## config.mk

```make
export PLATFORM = sky130hd
export DESIGN_NAME = dac_pair_scheduler
export DESIGN_NICKNAME = d
export VERILOG_FILES = /design/src/rtl/dac_sched_pkg.sv /design/src/rtl/dac_sched_fifo.sv /design/src/rtl/dac_pair_scheduler.sv
export SDC_FILE = /design/constraint.sdc
export NUM_CORES = 1
export LEC_CHECK = 0
export BUFFER_PORTS_ARGS = -buffer_cell sky130_fd_sc_hd__clkbuf_2
export CORE_UTILIZATION = 60
export CTS_BUF_LIST = sky130_fd_sc_hd__clkbuf_4
export DETAILED_ROUTE_END_ITERATION = 12
export GPL_TIMING_DRIVEN = 0
export PLACE_DENSITY_LB_ADDON = 0.12
export SLEW_MARGIN = 0
export SYNTH_ARGS = -nofsm -noshare
export SYNTH_HDL_FRONTEND = slang
export SYNTH_SLANG_ARGS = --single-unit
```

## constraint.sdc

```tcl
create_clock -name clk -period 3.5 [get_ports clk]
set_clock_uncertainty 0.1 [all_clocks]
set_input_delay 0.7 -clock clk [delete_from_list [all_inputs] [get_ports clk]]
set_output_delay 0.7 -clock clk [all_outputs]
set_load 0.03 [all_outputs]
```

## src/rtl/dac_sched_pkg.sv

```systemverilog
// Shared types and constants for the DAC pair scheduler: FSM state encoding,
// the FIFO depth sanity check, and the output data reset value.
package dac_sched_pkg;

    typedef enum logic [1:0] {
        IDLE  = 2'd0,
        WAIT  = 2'd1,
        ISSUE = 2'd2
    } sched_state_t;

    localparam int unsigned OUT_DATA_RESET = 0;

    function automatic bit is_pow2(input int value);
        return (value >= 2) && ((value & (value - 1)) == 0);
    endfunction

endpackage

```

## src/rtl/dac_sched_fifo.sv

```systemverilog
// Small synchronous FIFO with full/empty flags. Pointers carry one extra
// wrap bit so full and empty are distinguishable without a counter.
// Pushes while full and pops while empty are ignored.
module dac_sched_fifo
    import dac_sched_pkg::*;
#(
    parameter int DATA_WIDTH = 14,
    parameter int DEPTH      = 8
) (
    input  logic                  clk,
    input  logic                  reset,
    input  logic                  push,
    input  logic [DATA_WIDTH-1:0] push_data,
    input  logic                  pop,
    output logic [DATA_WIDTH-1:0] pop_data,
    output logic                  full,
    output logic                  empty
);

    localparam int ADDR_WIDTH = $clog2(DEPTH);
    localparam int PTR_WIDTH  = ADDR_WIDTH + 1;

    if (!is_pow2(DEPTH)) begin : g_depth_check
        $error("dac_sched_fifo: DEPTH must be a power of 2 and at least 2");
    end

    logic [DATA_WIDTH-1:0] mem [DEPTH];
    logic [PTR_WIDTH-1:0]  wr_ptr;
    logic [PTR_WIDTH-1:0]  rd_ptr;
    logic                  do_push;
    logic                  do_pop;

    assign empty    = (wr_ptr == rd_ptr);
    assign full     = (wr_ptr[ADDR_WIDTH] != rd_ptr[ADDR_WIDTH]) &&
                      (wr_ptr[ADDR_WIDTH-1:0] == rd_ptr[ADDR_WIDTH-1:0]);
    assign do_push  = push & ~full;
    assign do_pop   = pop & ~empty;
    assign pop_data = mem[rd_ptr[ADDR_WIDTH-1:0]];

    // Advance read/write pointers; reset empties the FIFO.
    always_ff @(posedge clk) begin
        if (!reset) begin
            wr_ptr <= '0;
            rd_ptr <= '0;
        end else begin
            if (do_push) wr_ptr <= wr_ptr + PTR_WIDTH'(1);
            if (do_pop)  rd_ptr <= rd_ptr + PTR_WIDTH'(1);
        end
    end

    // Storage array; contents need no reset since the pointers gate reads.
    always_ff @(posedge clk) begin
        if (do_push) mem[wr_ptr[ADDR_WIDTH-1:0]] <= push_data;
    end

endmodule

```

## src/rtl/dac_pair_scheduler.sv

```systemverilog
// Sample-rate scheduler in front of a dual-channel DAC core. Buffers A and B
// samples, and on each timer tick presents one A/B pair to the core. Missing
// samples (underrun) repeat the last pair; ticks while busy are dropped (late).
// Optional feature macro: DAC_SCHED_UNDERRUN_CNT_EN enables the saturating
// underrun counter; without it statUnderrunCnt is tied to zero.
module dac_pair_scheduler
    import dac_sched_pkg::*;
#(
    parameter int DATA_WIDTH   = 14,
    parameter int FIFO_DEPTH   = 8,
    parameter int PERIOD_WIDTH = 16,
    parameter int CNT_WIDTH    = 16
) (
    input  logic                    clk,
    input  logic                    reset,
    input  logic                    cfgEnable,
    input  logic [PERIOD_WIDTH-1:0] cfgPeriod,
    input  logic                    inValidA,
    input  logic [DATA_WIDTH-1:0]   inDataA,
    output logic                    inRdyA,
    input  logic                    inValidB,
    input  logic [DATA_WIDTH-1:0]   inDataB,
    output logic                    inRdyB,
    output logic                    outValid,
    output logic [DATA_WIDTH-1:0]   outData0,
    output logic [DATA_WIDTH-1:0]   outData1,
    input  logic                    outRdy,
    output logic                    statUnderrun,
    output logic                    statLate,
    output logic [CNT_WIDTH-1:0]    statUnderrunCnt
);

    sched_state_t            state;
    sched_state_t            state_next;
    logic [PERIOD_WIDTH-1:0] tick_cnt;
    logic                    tick;
    logic                    pop_pair;
    logic                    underrun_next;
    logic                    late_next;
    logic                    full_a;
    logic                    full_b;
    logic                    empty_a;
    logic                    empty_b;
    logic [DATA_WIDTH-1:0]   head_a;
    logic [DATA_WIDTH-1:0]   head_b;

    dac_sched_fifo #(
        .DATA_WIDTH (DATA_WIDTH),
        .DEPTH      (FIFO_DEPTH)
    ) u_fifo_a (
        .clk       (clk),
        .reset     (reset),
        .push      (inValidA),
        .push_data (inDataA),
        .pop       (pop_pair),
        .pop_data  (head_a),
        .full      (full_a),
        .empty     (empty_a)
    );

    dac_sched_fifo #(
        .DATA_WIDTH (DATA_WIDTH),
        .DEPTH      (FIFO_DEPTH)
    ) u_fifo_b (
        .clk       (clk),
        .reset     (reset),
        .push      (inValidB),
        .push_data (inDataB),
        .pop       (pop_pair),
        .pop_data  (head_b),
        .full      (full_b),
        .empty     (empty_b)
    );

    assign inRdyA   = ~full_a;
    assign inRdyB   = ~full_b;
    assign tick     = cfgEnable && (tick_cnt >= cfgPeriod);
    assign outValid = (state == ISSUE);

    // Sample-rate timer: counts while enabled, restarts on every tick or disable.
    always_ff @(posedge clk) begin
        if (!reset) begin
            tick_cnt <= '0;
        end else if (!cfgEnable || tick) begin
            tick_cnt <= '0;
        end else begin
            tick_cnt <= tick_cnt + PERIOD_WIDTH'(1);
        end
    end

    // FSM state register.
    always_ff @(posedge clk) begin
        if (!reset) begin
            state <= IDLE;
        end else begin
            state <= state_next;
        end
    end

    // Next-state logic; pops both FIFOs together so A/B never drift apart.
    always_comb begin
        state_next    = state;
        pop_pair      = 1'b0;
        underrun_next = 1'b0;
        late_next     = 1'b0;
        case (state)
            IDLE: begin
                if (cfgEnable) state_next = WAIT;
            end
            WAIT: begin
                if (tick) begin
                    state_next = ISSUE;
                    if (!empty_a && !empty_b) begin
                        pop_pair = 1'b1;
                    end else begin
                        underrun_next = 1'b1;
                    end
                end else if (!cfgEnable) begin
                    state_next = IDLE;
                end
            end
            ISSUE: begin
                if (tick) late_next = 1'b1;
                if (outRdy) state_next = cfgEnable ? WAIT : IDLE;
            end
            default: state_next = IDLE;
        endcase
    end

    // Output pair register; only a successful pop replaces it, so an underrun repeats it.
    always_ff @(posedge clk) begin
        if (!reset) begin
            outData0 <= DATA_WIDTH'(OUT_DATA_RESET);
            outData1 <= DATA_WIDTH'(OUT_DATA_RESET);
        end else if (pop_pair) begin
            outData0 <= head_a;
            outData1 <= head_b;
        end
    end

    // Registered status pulses, visible the cycle after the tick that caused them.
    always_ff @(posedge clk) begin
        if (!reset) begin
            statUnderrun <= 1'b0;
            statLate     <= 1'b0;
        end else begin
            statUnderrun <= underrun_next;
            statLate     <= late_next;
        end
    end

`ifdef DAC_SCHED_UNDERRUN_CNT_EN
    logic [CNT_WIDTH-1:0] underrun_cnt;

    // Saturating underrun counter, stepped alongside each underrun pulse.
    always_ff @(posedge clk) begin
        if (!reset) begin
            underrun_cnt <= '0;
        end else if (underrun_next && (underrun_cnt != {CNT_WIDTH{1'b1}})) begin
            underrun_cnt <= underrun_cnt + CNT_WIDTH'(1);
        end
    end

    assign statUnderrunCnt = underrun_cnt;
`else
    assign statUnderrunCnt = '0;
`endif

endmodule
```

==> flow_metrics.py <==
metrics = {
    "clock_tree": {
        "clk_latency_ns": 0.66,
        "cts_tree": "built",
        "cts_htree_levels": 3,
        "hold_buffers": 0,
        "postCtsSetupBuffers": 0,
        "clockBufferDepth": 3,
        "cts.sinks": 288,
        "ctsResizeCount": 0,
        "path_clk_slew_ns": 0.07,
        "cts-root-buf": "clkbuf_4",
        "cts_inserted_buffers": 71,
    },
    "timing": {
        "max_slew_margin": 0.3377,
        "grt_setup_unrepaired": "no",
        "finalCritPeriodShare": 0.8155,
        "min_period_ns": 2.854,
        "finalHoldViolCount": 0,
        "fmax_mhz": 350.3,
        "drv_slew": 0,
        "final-setup-viol-count": 0,
        "finalSetupTns_ns": 0,
        "setup_ws_ns": 0.6456,
        "worst_slew_pin_slew_ns": 0.9924,
        "holdWs_ns": 0.2239,
    },
    "floorplanning": {
        "dieArea_um2": 19840,
        "placement_rows": 50,
        "die_w_um": 140.8,
        "die_y_um": 140.8,
        "design.core.area_um2": 18830,
        "io_pins": 99,
        "floorplan.initialDensity": 0.6142,
    },
    "setup_path": {
        "end_kind": "flop",
        "cp_common_cell": "buf_4",
        "reg2reg_from": "tick_cnt[13]$_SDFF_PP0_",
        "timing_worst_setup_path_type": "reg2reg",
        "worstPathRequired_ns": 3.94,
        "endpoint": "outData0[2]$_SDFFE_PN0P_",
        "path_max_fanout": 10,
        "timing.rr.end": "outData0[2]$_SDFFE_PN0P_",
        "cp.arrival_ns": 3.30,
        "worstSetupStartpointType": "flop",
        "slowest_delay_ns": 0.55,
        "r2r_cells": 9,
        "path_cells": "ha_1, nand4_1, or4_1, o32a_1, a21oi_2, buf_4, buf_4, nand2_1, o211a_1",
        "crit_slowest_cell": "or4_1",
        "rrSetupSlack_ns": 0.65,
        "setup.worst_path.start": "tick_cnt[13]$_SDFF_PP0_",
    },
    "place": {
        "place.gp.congestion": 0.8421,
        "placed_area_um2": 12570,
        "port_buffers": 81,
        "dp_slack_ns": 0.1791,
        "dp.cells": 1056,
        "dp_hpwl_mm": 15.68,
    },
    "synthesis": {
        "synth_common_cells": "224 x edfxtp_1, 64 x dfxtp_1, 56 x mux4_2",
        "synth_top_area_frac": 0.5816,
        "syn_area_um2": 11570,
        "yosys_warnings": 0,
        "yosys.cell_types.count": 39,
        "synthCells": 689,
        "synth_edf_count": 224,
        "avgSynthCellArea_um2": 16.79,
        "yosysSeqAreaShare": 0.6923,
        "synth.area.top_cells": "edfxtp_1 58%, dfxtp_1 11%, mux4_2 11%, mux2i_1 2.9%, o211a_1 2.4%",
        "synthArstFlopShare": 0,
        "synthFlopType": "edfxtp_1",
        "yosys.cell_count.top_type": "edfxtp_1",
        "synth_seq_cells": 288,
        "synth.largest_area_cell": "edfxtp_1",
    },
    "grt": {
        "grt_remaining_overflow": 0,
        "grt_max_degree": 15,
        "grt_pass1_vias": 7156,
        "grt_usage": 0.2586,
        "grt_pass1_wl_mm": 37.83,
        "antenna_found_initial": 1,
    },
    "routing": {
        "post_drt_wl_per_cell_um": 20.17,
        "vias_per_cell": 5.596,
        "vias": 6643,
        "drt_iter0_drc": 371,
        "first_pass_iters": 4,
        "wl_met1_mm": 9.874,
        "drt.antenna.violating_nets": 0,
        "wl_met3_mm": 1.559,
        "drc_errors": 0,
        "wl_met2_mm": 12.17,
        "top_layer": "met4",
        "drt_wl_total_mm": 23.94,
    },
    "cells_and_area": {
        "n_fill_cell": 1252,
        "syn_to_final_growth_pct": 17.18,
        "fin_nets": 940,
        "final_cells": 1187,
        "layout-drive-gt1-share": 0.3413,
        "fin_area_um2": 13550,
        "fin_util": 0.7197,
    },
    "pwr": {
        "p_leak_nw": 5.250,
        "irDropWorstVdd_v": 0.0003537,
        "finalPower_mw": 6.957,
        "powerDensity_nw_per_um2": 513.3,
    },
    "outcome": {
        "status": "finished, final reports clean",
    },
    "min_path": {
        "hold_path_class": "in2reg",
    },
    "run": {
        "timing.max_cap.violations": 0,
    },
}
-- placed cells by master, fill, tap and decap left out, types with 3 or more instances in the layout --
cell / count
nor2_1: 22
mux4_2: 56
nand2b_1: 9
inv_1: 18
and3_1: 6
mux2i_1: 34
and2_1: 6
conb_1: 16
edfxtp_1: 224
clkinv_1: 13
ha_1: 21
bufinv_16: 3
buf_2: 10
nand4_1: 11
a21oi_1: 7
clkbuf_1: 17
buf_8: 6
buf_6: 4
buf_4: 21
o211a_1: 28
nor2b_1: 4
xor2_1: 16
nand3_1: 11
dfxtp_1: 64
nand2_1: 51
nor3_2: 4
xnor2_1: 12
nor2_2: 12
clkbuf_2: 81
clkbuf_4: 110
-- registers in the layout, indices dropped and copies added, names as in the netlist --
| signal | count |
|---|---|
| outData0 | 14 |
| outData1 | 14 |
| statLate | 1 |
| statUnderrun | 1 |
| state | 2 |
| tick_cnt | 16 |
| u_fifo_a.mem | 112 |
| u_fifo_a.rd_ptr | 4 |
| u_fifo_a.wr_ptr | 4 |
| u_fifo_b.mem | 112 |
| u_fifo_b.rd_ptr | 4 |
| u_fifo_b.wr_ptr | 4 |
-- how the worst min path moves through the flow --
stage                                start                           end  slack, ns  depth (start not counted)
detailed placement  tick_cnt[0]$_SDFF_PP0_        tick_cnt[0]$_SDFF_PP0_       0.37                          1
global route                    inDataB[5]  u_fifo_b.mem[0][5]$_DFFE_PP_       0.18                          1
global placement     state[1]$_SDFFE_PN0P_       statUnderrun$_SDFF_PN0_       0.36                          1
finish                          inDataB[0]  u_fifo_b.mem[1][0]$_DFFE_PP_       0.22                          1
floorplan           tick_cnt[0]$_SDFF_PP0_        tick_cnt[0]$_SDFF_PP0_       0.34                          1
CTS                             inDataB[2]  u_fifo_b.mem[3][2]$_DFFE_PP_       0.17                          1
-- area by class of cell --
type,instances,area (um^2),area share
flip-flops and latches,288,8008,0.5908
multi-input cells,348,3318,0.2448
clock buffers,110,825.8,0.06093
repair buffers,92,568.0,0.04191
well taps,260,325.3,0.02400
plain buffers,50,279.0,0.02059
clock inverters,20,158.9,0.01172
inverters,18,67.56,0.004985
diodes,1,2.502,0.0001846
-- power by group --
group	leakage, nW	total, mW	internal (mW)	switching [mW]
clock network	0.581	2.94	1.66	1.29
registers	2.55	3.76	3.74	0.0203
logic	2.12	0.251	0.0937	0.157
-- cells by family (layout without fill, tap and decap cells) --
family,Yosys count,in the layout,share of synthesized area
compound gates,49,49,0.03613
xor+xnor,28,28,0.02120
fa+ha+maj,21,21,0.02272
buf+inv,68,290,0.02997
flops,288,288,0.6923
mux,90,90,0.1385
other cells,1,17,0.0003242
simple gates,144,144,0.05885
-- worst max-delay path: cells and delay by family, from the launching register on --
family          cells  cell delay [ns]
compound gates      3             0.74
fa+ha+maj           1             0.31
buf+inv             2             0.44
flops               1             0.35
simple gates        3             0.79
-- layer usage --
metal,global-route usage,vias up
met5,0,-
met4,0.1024,0
met3,0.05435,31
met2,0.4360,250
met1,0.3312,3315
li1,-,3047
Note: power is estimated with default switching activity, not from simulation.
